`src/rtl/fifo_drain_arbiter_pkg.sv`:
```
`default_nettype none
// +----------------------------------------------------------------------------+
// | Module   : fifo_drain_arbiter_pkg                                          |
// | Brief    : Shared types for the FIFO drain arbiter (source index type,     |
// |            arbitration state encoding).                                    |
// | Revision : 1.0  initial release                                            |
// +----------------------------------------------------------------------------+
package fifo_drain_arbiter_pkg;

   // Default source count; the top derives its own index width from NUM_SRCS.
   localparam int NUM_SRCS_DEFAULT = 4;
   localparam int SRC_IDX_WIDTH    = $clog2(NUM_SRCS_DEFAULT);

   typedef logic [SRC_IDX_WIDTH-1:0] src_idx_t;

   // ARB: free round-robin scan. BURST: grant pinned to one source.
   typedef enum logic {
      ARB_STATE_ARB   = 1'b0,
      ARB_STATE_BURST = 1'b1
   } fifo_arb_state_t;

endpackage : fifo_drain_arbiter_pkg
`default_nettype wire

```
`src/rtl/fifo_drain_arbiter_rr_arbiter.sv`:
```
`default_nettype none
// +----------------------------------------------------------------------------+
// | Module   : rr_arbiter                                                      |
// | Brief    : Combinational rotating-priority arbiter. The lowest requester   |
// |            index at or after base (wrapping) wins.                         |
// | Revision : 1.0  initial release                                            |
// +----------------------------------------------------------------------------+
module rr_arbiter #(
   parameter int NUM_REQUESTERS = 4
) (
   input  logic [NUM_REQUESTERS-1:0]         req,
   input  logic [$clog2(NUM_REQUESTERS)-1:0] base,
   output logic [NUM_REQUESTERS-1:0]         grant,
   output logic [$clog2(NUM_REQUESTERS)-1:0] grant_idx,
   output logic                              grant_valid
);
   localparam int IDX_W = $clog2(NUM_REQUESTERS);

   logic [IDX_W-1:0] cand;

   // Scan from the farthest offset down to base so the nearest requester is the last writer.
   always_comb begin
      grant       = '0;
      grant_idx   = '0;
      grant_valid = 1'b0;
      cand        = '0;
      for (int i = NUM_REQUESTERS - 1; i >= 0; i--) begin
         // Power-of-two width makes the add wrap naturally past the top index.
         cand = base + IDX_W'(i);
         if (req[cand]) begin
            grant_idx   = cand;
            grant_valid = 1'b1;
         end
      end
      if (grant_valid) begin
         grant[grant_idx] = 1'b1;
      end
   end

endmodule : rr_arbiter
`default_nettype wire

```
`src/rtl/fifo_drain_arbiter.sv`:
```
`default_nettype none
// +----------------------------------------------------------------------------+
// | Module   : fifo_drain_arbiter                                              |
// | Brief    : Drains NUM_SRCS show-ahead FIFOs round-robin into one          |
// |            registered valid/ready output stage tagged with source index.   |
// |            Optional burst mode (macro FIFO_ARB_BURST_EN) keeps the grant   |
// |            on one source for up to BURST_LEN consecutive words.            |
// | Revision : 1.0  initial release                                            |
// +----------------------------------------------------------------------------+
module fifo_drain_arbiter
   import fifo_drain_arbiter_pkg::*;
#(
   parameter int NUM_SRCS  = 4,
   parameter int WIDTH     = 64,
   parameter int BURST_LEN = 4
) (
   input  logic                        clk,
   input  logic                        reset_n,
   input  logic                        flush_en,
   input  logic [NUM_SRCS-1:0]         src_empty,
   input  logic [NUM_SRCS*WIDTH-1:0]   src_value,
   output logic [NUM_SRCS-1:0]         src_dequeue_en,
   output logic                        out_valid,
   output logic [WIDTH-1:0]            out_value,
   output logic [$clog2(NUM_SRCS)-1:0] out_src,
   input  logic                        out_ready
);
   localparam int IDX_W = $clog2(NUM_SRCS);

   // Output stage and round-robin pointer
   logic             out_valid_q, out_valid_d;
   logic [WIDTH-1:0] out_value_q, out_value_d;
   logic [IDX_W-1:0] out_src_q,   out_src_d;
   logic [IDX_W-1:0] rr_ptr_q,    rr_ptr_d;

   // Arbiter interface
   logic [NUM_SRCS-1:0] arb_req;
   logic [NUM_SRCS-1:0] arb_onehot;
   logic [IDX_W-1:0]    arb_idx;
   logic                arb_valid;

   // Pop decision shared by both arbitration modes
   logic                active;
   logic                can_load;
   logic                pop;
   logic [IDX_W-1:0]    pop_idx;
   logic [NUM_SRCS-1:0] pop_onehot;
   logic                ptr_load;
   logic [IDX_W-1:0]    ptr_val;

   logic [WIDTH-1:0] src_word [NUM_SRCS];

   for (genvar i = 0; i < NUM_SRCS; i++) begin : g_unpack
      assign src_word[i] = src_value[i*WIDTH +: WIDTH];
   end

   // No pops during reset or flush; a pop needs the output slot free this cycle.
   assign active   = reset_n && !flush_en;
   assign can_load = !out_valid_q || out_ready;
   assign arb_req  = ~src_empty;

   rr_arbiter #(
      .NUM_REQUESTERS (NUM_SRCS)
   ) u_rr_arbiter (
      .req         (arb_req),
      .base        (rr_ptr_q),
      .grant       (arb_onehot),
      .grant_idx   (arb_idx),
      .grant_valid (arb_valid)
   );

`ifdef FIFO_ARB_BURST_EN
   localparam int CNT_W = $clog2(BURST_LEN + 1);

   fifo_arb_state_t  state_q, state_d;
   logic [IDX_W-1:0] burst_src_q, burst_src_d;
   logic [CNT_W-1:0] burst_cnt_q, burst_cnt_d;
   logic [CNT_W-1:0] cnt_inc;

   // Burst FSM state register
   always_ff @(posedge clk) begin
      if (!reset_n) begin
         state_q     <= ARB_STATE_ARB;
         burst_src_q <= '0;
         burst_cnt_q <= '0;
      end else begin
         state_q     <= state_d;
         burst_src_q <= burst_src_d;
         burst_cnt_q <= burst_cnt_d;
      end
   end

   // Burst FSM next state; the pointer only moves when a burst ends (or with single-word bursts).
   always_comb begin
      state_d     = state_q;
      burst_src_d = burst_src_q;
      burst_cnt_d = burst_cnt_q;
      ptr_load    = 1'b0;
      ptr_val     = burst_src_q + IDX_W'(1);
      cnt_inc     = burst_cnt_q + CNT_W'(1);
      if (flush_en) begin
         state_d     = ARB_STATE_ARB;
         burst_cnt_d = '0;
      end else begin
         case (state_q)
            ARB_STATE_ARB: begin
               if (pop) begin
                  if (BURST_LEN > 1) begin
                     state_d     = ARB_STATE_BURST;
                     burst_src_d = arb_idx;
                     burst_cnt_d = CNT_W'(1);
                  end else begin
                     ptr_load = 1'b1;
                     ptr_val  = arb_idx + IDX_W'(1);
                  end
               end
            end
            ARB_STATE_BURST: begin
               // A stalled output slot freezes the burst entirely.
               if (can_load) begin
                  if (src_empty[burst_src_q] || (cnt_inc == CNT_W'(BURST_LEN))) begin
                     state_d     = ARB_STATE_ARB;
                     burst_cnt_d = '0;
                     ptr_load    = 1'b1;
                  end else begin
                     burst_cnt_d = cnt_inc;
                  end
               end
            end
         endcase
      end
   end

   // Burst FSM outputs: pinned grant in BURST, arbiter grant in ARB.
   always_comb begin
      pop_onehot = '0;
      if (state_q == ARB_STATE_BURST) begin
         pop                     = active && can_load && !src_empty[burst_src_q];
         pop_idx                 = burst_src_q;
         pop_onehot[burst_src_q] = 1'b1;
      end else begin
         pop        = active && can_load && arb_valid;
         pop_idx    = arb_idx;
         pop_onehot = arb_onehot;
      end
   end
`else
   // Single-grant round-robin: every pop moves the pointer just past the winner.
   always_comb begin
      pop        = active && can_load && arb_valid;
      pop_idx    = arb_idx;
      pop_onehot = arb_onehot;
      ptr_load   = pop;
      ptr_val    = arb_idx + IDX_W'(1);
   end
`endif

   // Output stage and pointer next-state; flush drops the held word and rewinds the pointer.
   always_comb begin
      out_valid_d = out_valid_q;
      out_value_d = out_value_q;
      out_src_d   = out_src_q;
      rr_ptr_d    = rr_ptr_q;
      if (flush_en) begin
         out_valid_d = 1'b0;
         rr_ptr_d    = '0;
      end else begin
         if (pop) begin
            out_valid_d = 1'b1;
            out_value_d = src_word[pop_idx];
            out_src_d   = pop_idx;
         end else if (out_ready) begin
            out_valid_d = 1'b0;
         end
         if (ptr_load) begin
            rr_ptr_d = ptr_val;
         end
      end
   end

   // Output stage and pointer registers
   always_ff @(posedge clk) begin
      if (!reset_n) begin
         out_valid_q <= 1'b0;
         out_value_q <= '0;
         out_src_q   <= '0;
         rr_ptr_q    <= '0;
      end else begin
         out_valid_q <= out_valid_d;
         out_value_q <= out_value_d;
         out_src_q   <= out_src_d;
         rr_ptr_q    <= rr_ptr_d;
      end
   end

   assign src_dequeue_en = pop ? pop_onehot : '0;
   assign out_valid      = out_valid_q;
   assign out_value      = out_value_q;
   assign out_src        = out_src_q;

   // Pop strobe is at most one-hot and never targets an empty source.
   a_deq_onehot0  : assert property (@(posedge clk) $onehot0(src_dequeue_en));
   a_deq_nonempty : assert property (@(posedge clk) ((src_dequeue_en & src_empty) == '0));

endmodule : fifo_drain_arbiter
`default_nettype wire

```
`config.mk`:
```
export PLATFORM = sky130hd
export DESIGN_NAME = fifo_drain_arbiter
export DESIGN_NICKNAME = d
export VERILOG_FILES = /design/src/rtl/fifo_drain_arbiter_pkg.sv /design/src/rtl/fifo_drain_arbiter_rr_arbiter.sv /design/src/rtl/fifo_drain_arbiter.sv
export SDC_FILE = /design/constraint.sdc
export NUM_CORES = 1
export LEC_CHECK = 0
export ABC_CLOCK_PERIOD_IN_PS = 2200
export CAP_MARGIN = 20
export CELL_PAD_IN_SITES_DETAIL_PLACEMENT = 0
export CELL_PAD_IN_SITES_GLOBAL_PLACEMENT = 2
export CORE_ASPECT_RATIO = 1.4
export CORE_MARGIN = 2
export CORE_UTILIZATION = 20
export DETAILED_ROUTE_END_ITERATION = 7
export HOLD_SLACK_MARGIN = 0.12
export PLACE_DENSITY_LB_ADDON = 0.1
export REMOVE_ABC_BUFFERS = 1
export SYNTH_ARGS = -nofsm -noshare
export SYNTH_HDL_FRONTEND = slang
export SYNTH_SLANG_ARGS = --single-unit
```
`constraint.sdc`:
```
create_clock -name clk -period 2.2 [get_ports clk]
set_input_delay 0.33 -clock clk [delete_from_list [all_inputs] [get_ports clk]]
set_output_delay 0.33 -clock clk [all_outputs]
set_load 0.01 [all_outputs]
```
# Yosys cells after proc, flatten, opt, wreduce, memory -nomap -nowiden

Index checks and enable logic that the tools add are counted.

Register bits: 69
Output and inout bits: 71
Word-level logic and storage cells: 54

$add $sub $neg: 4
Magnitude comparators: 7
Mux-type cells: 25
Bitwise operators: 4
Reductions and logical operators: 10

Operators by type and width:

| cell                  | count |
|---|---|
| $bmux W64 S2          | 1 |
| $mux W64              | 2 |
| $lt A2 B3 Y1 const B  | 5 |
| $mux W1               | 11 |
| $bmux W1 S2           | 4 |
| $mux W2               | 4 |
| $mux W4               | 2 |
| $add A2 B1 Y2 const B | 2 |
| $add A2 B2 Y2 const B | 2 |
| $logic_and A1 B1 Y1   | 4 |
| $not A4 Y4            | 1 |
| $ge A3 B3 Y1 const B  | 1 |
| $not A2 Y3            | 1 |
| $demux W1 S2          | 1 |
| $ge A2 B1 Y1 const B  | 1 |
| $logic_not A1 Y1      | 2 |
| $not A1 Y1            | 2 |
| $reduce_and A2 Y1     | 1 |
| $reduce_bool A2 Y1    | 1 |
| $reduce_or A2 Y1      | 1 |
| $logic_or A1 B1 Y1    | 1 |

# Depth between registers and ports, before layout

Word-level depth: 13
Depth in mapped cells: 7

# Modules after synthesis

Synthesis repeated with hierarchy kept, for this count alone.

Cells, all modules: 280
Area total of the unflattened synthesis: 3,898.7 µm²

Modules (own cells, without submodules):

| module             | times used | cells each | area an instance (µm²) |
|---|---|---|---|
| fifo_drain_arbiter | 1          | 252        | 3,722.3 |
| rr_arbiter         | 1          | 28         | 176.4 |

# Worst setup path after synthesis

Ideal clock, no wire load.

Path kind: input-to-output
Start point: input flush_en
End point: output src_dequeue_en[0]
Data arrival time: 1,522 ps
Data required time: 1,870 ps
Setup slack: 348 ps
Cell stages on the path: 5
Path through: nand2b_1 -> or3_4 -> or2_1 -> clkbuf_1 -> nor2_1

Word-level cells in the longest chain between the ends: 5

Ends and longest elaborated chain:

| element                           | line                      | source |
|---|---|---|
| start, declared                   | fifo_drain_arbiter.sv:19  | `input logic flush_en,` |
| $logic_not A1 Y1                  | fifo_drain_arbiter.sv:58  | `assign active = reset_n && !flush_en;` |
| $logic_and A1 B1 Y1               | fifo_drain_arbiter.sv:58  |  |
| $logic_and A1 B1 Y1 (2 in series) | fifo_drain_arbiter.sv:150 | `pop = active && can_load && arb_valid;` |
| $mux W4                           | fifo_drain_arbiter.sv:196 | `assign src_dequeue_en = pop ? pop_onehot : '0;` |
| end, declared                     | fifo_drain_arbiter.sv:22  | `output logic [NUM_SRCS-1:0] src_dequeue_en,` |

No other way between the ends.

# Worst setup path after layout

Start point: input out_ready
End point: output src_dequeue_en[3]

Word-level cells in the longest chain between the ends: 4

Ends and longest elaborated chain:

| element                           | line                      | source |
|---|---|---|
| start, declared                   | fifo_drain_arbiter.sv:26  | `input logic out_ready` |
| $logic_or A1 B1 Y1                | fifo_drain_arbiter.sv:59  | `assign can_load = !out_valid_q \|\| out_ready;` |
| $logic_and A1 B1 Y1 (2 in series) | fifo_drain_arbiter.sv:150 |  |
| $mux W4                           | fifo_drain_arbiter.sv:196 |  |

No other way between the ends.

==> out/qor.yml <==
cts_tree: "built"
maxSlewHeadroom_pct: 42.2
synth-seq-cells: 69
met1Wirelength_um: 9860
first_pass_iters: 4
synth-edff-count: 0
synth_area_leaders: "dfxtp_1 (27%), mux2i_1 (13%), o211ai_2 (9.7%)"
drv_cap: 0
synth.avg_cell_area_um2: 9.15
ys_types: 34
worst_pin_slew_ns: 0.867
vdd_drop_max_v: 0.000348
maxSlewViolCount: 0
rows: 69
grt_pass1_wl_um: 37800
crit_buf_inv: 2
utilization_pct: 36.8
cp_slowest_cell: "clkdlybuf4s50_1"
setup_slack_ns: 0.111
rsz0062_at_grt: "false"
hp-class: "input pin to register"
critical_path_class: "input pin to primary output"
mostFrequentLayoutCells: "clkdlybuf4s50_1 (324), dfxtp_1 (69)"
ios: 335
dieWidth_um: 140
routed-via-count: 5862
core_um2: 25300
cts_buffer_depth: 2
grt-ovfl-total: 0
clk_transition_reported_paths_ns: 0.06
drt-total-wl_um: 25300
slowest_delay_ns: 0.47
r2r_slack_ns: 0.19
synth_area_leader_cell: "dfxtp_1"
p_per_area_nw_per_um2: 521
die_y_um: 194
yosysWarnings: 0
ant_nets: 0
num_antenna_cells: 0
antenna_found_initial: 0
post-route-drc-count: 0
drive_above_1_share_pct: 18.6
synth-main-ff-cell: "dfxtp_1"
hpwlAfterDp_um: 18000
arrival_ns: 1.76
status: "finished clean"
finalSetupViolCount: 0
dp_worst_setup_slack_ns: -0.475
grt_max_degree: 65
start_util_pct: 20.3
worst_setup_path_start_kind: "input pin"
hold_viol_final: 0
cpLargestDelayFamily: "simple AND/OR/NAND/NOR gates"
fmax_mhz: 479
gp_congestion: 0.840
track_usage_pct: 18.1
end_kind: "primary output"
period_minus_slack_ns: 2.09
p_leak_nw: 3.71
via_per_inst: 4.84
crit_path_max_fanout: 4
met2_wirelength_um: 13600
final_common_cell: "clkdlybuf4s50_1"
crit_required_ns: 1.87
fin_skew_ns: 0.00366
hold_buffers: 0
wl_per_cell_um: 20.9
synth_cells: 562
grt_pass1_vias: 6153
syn-cell-area_um2: 5140
postSynth.asyncResetShare_pct: 0
ys_seq_area_share_pct: 26.9
cts.sinks: 69
dr_wl_met3_um: 1370
io_buffers: 334
clockRootBuffer: "clkbuf_16"
nets: 1153
area_delta_synth_final_pct: 81.0
netlist.area_leader.share_pct: 26.9
cp_cell_sequence: "clkdlybuf4s50_1 -> nor2b_1 -> or3_4 -> nor3_4 -> and2_1 -> buf_2"
dieArea_um2: 27000
numCtsBuffers: 9
min_period_over_period_pct: 95.0
drt_iter0_markers: 198
clock_latency_ns: 0.34
highest_layer: "met4"
cts.htree.levels: 3
power breakdown:
group	total [mW]	switching (mW)	internal, mW
clock network	1.46	0.608	0.851
logic	1.94	0.859	1.08
registers	1.46	0.0705	1.39
cell families after synthesis:
kind of cell | synth area share, %
DFF | 26.9
muxes | 12.8
xor gates and xnor gates | 0.170
buffers and inverters | 7.57
AOI/OAI and AO/OA | 36.5
and+or+nand+nor | 16.1
through the flow:
stage	area [um2]	std cells	setup TNS [ns]	total power [mW]	hold WS, ns
detailed placement	8990	1195	-23.30	3.43	0.448
global route	9310	1212	0	5.09	0.427
CTS	9270	1211	-0.0175	4.94	0.467
floorplan	4750	492	-220.39	2.27	0.458
global placement	8990	1195	-23.35	3.42	0.448
finish	9310	1212	0	4.85	0.409
tightest hold or removal path, delay by kind of cell:
family          cells  cell delay (ns)
buf+inv             2             0.21
simple gates        1             0.13
compound gates      1             0.04
state kept, by name, indices dropped and copies added, names as in the netlist:
register / cells
rr_ptr_q: 2
out_valid: 1
out_value: 64
out_src: 2
cell usage after synthesis (all sizes together), types with 2 or more instances:
cell	number
a211oi	3
nand2	64
and2	2
nand4	64
o211ai	64
mux2i	66
o31ai	64
nor2b	5
o21a	2
a21bo	64
or2	2
buf	45
nand2b	3
clkbuf	25
nor3	3
dfxtp	69
nor2	8
per-layer routing:
metal,GRT usage [%],vias to the layer above
li1,-,2829
met1,20.4,2819
met2,33.9,192
met3,3.80,22
met4,5.19,0
met5,0,-
final cells by class:
cell class	count	area [um2]
well taps	319	399
clock inverters	1	5.00
fillers	2540	16000
clock buffers	14	274
multi-input cells	423	3450
flip-flops and latches	69	1380
repair buffers	386	3800
final timing paths:
kind | startpoint | endpoint | cells past startpoint
worst max register to register | rr_ptr_q[1] | out_value[44] | 7
worst min-delay path | flush_en | out_valid | 4
worst max-delay path | out_ready | src_dequeue_en[3] | 6
worst min register to register | out_value[25] | out_value[25] | 2
what timing repair did:
item                                    CTS  global route
gates cloned                              0             0
setup buffers                             1             1
resized for setup                        20            12
endpoints found under the setup margin    6            68
pin swaps                                 2             3
No activity file was read; power rests on OpenSTA's default activity.
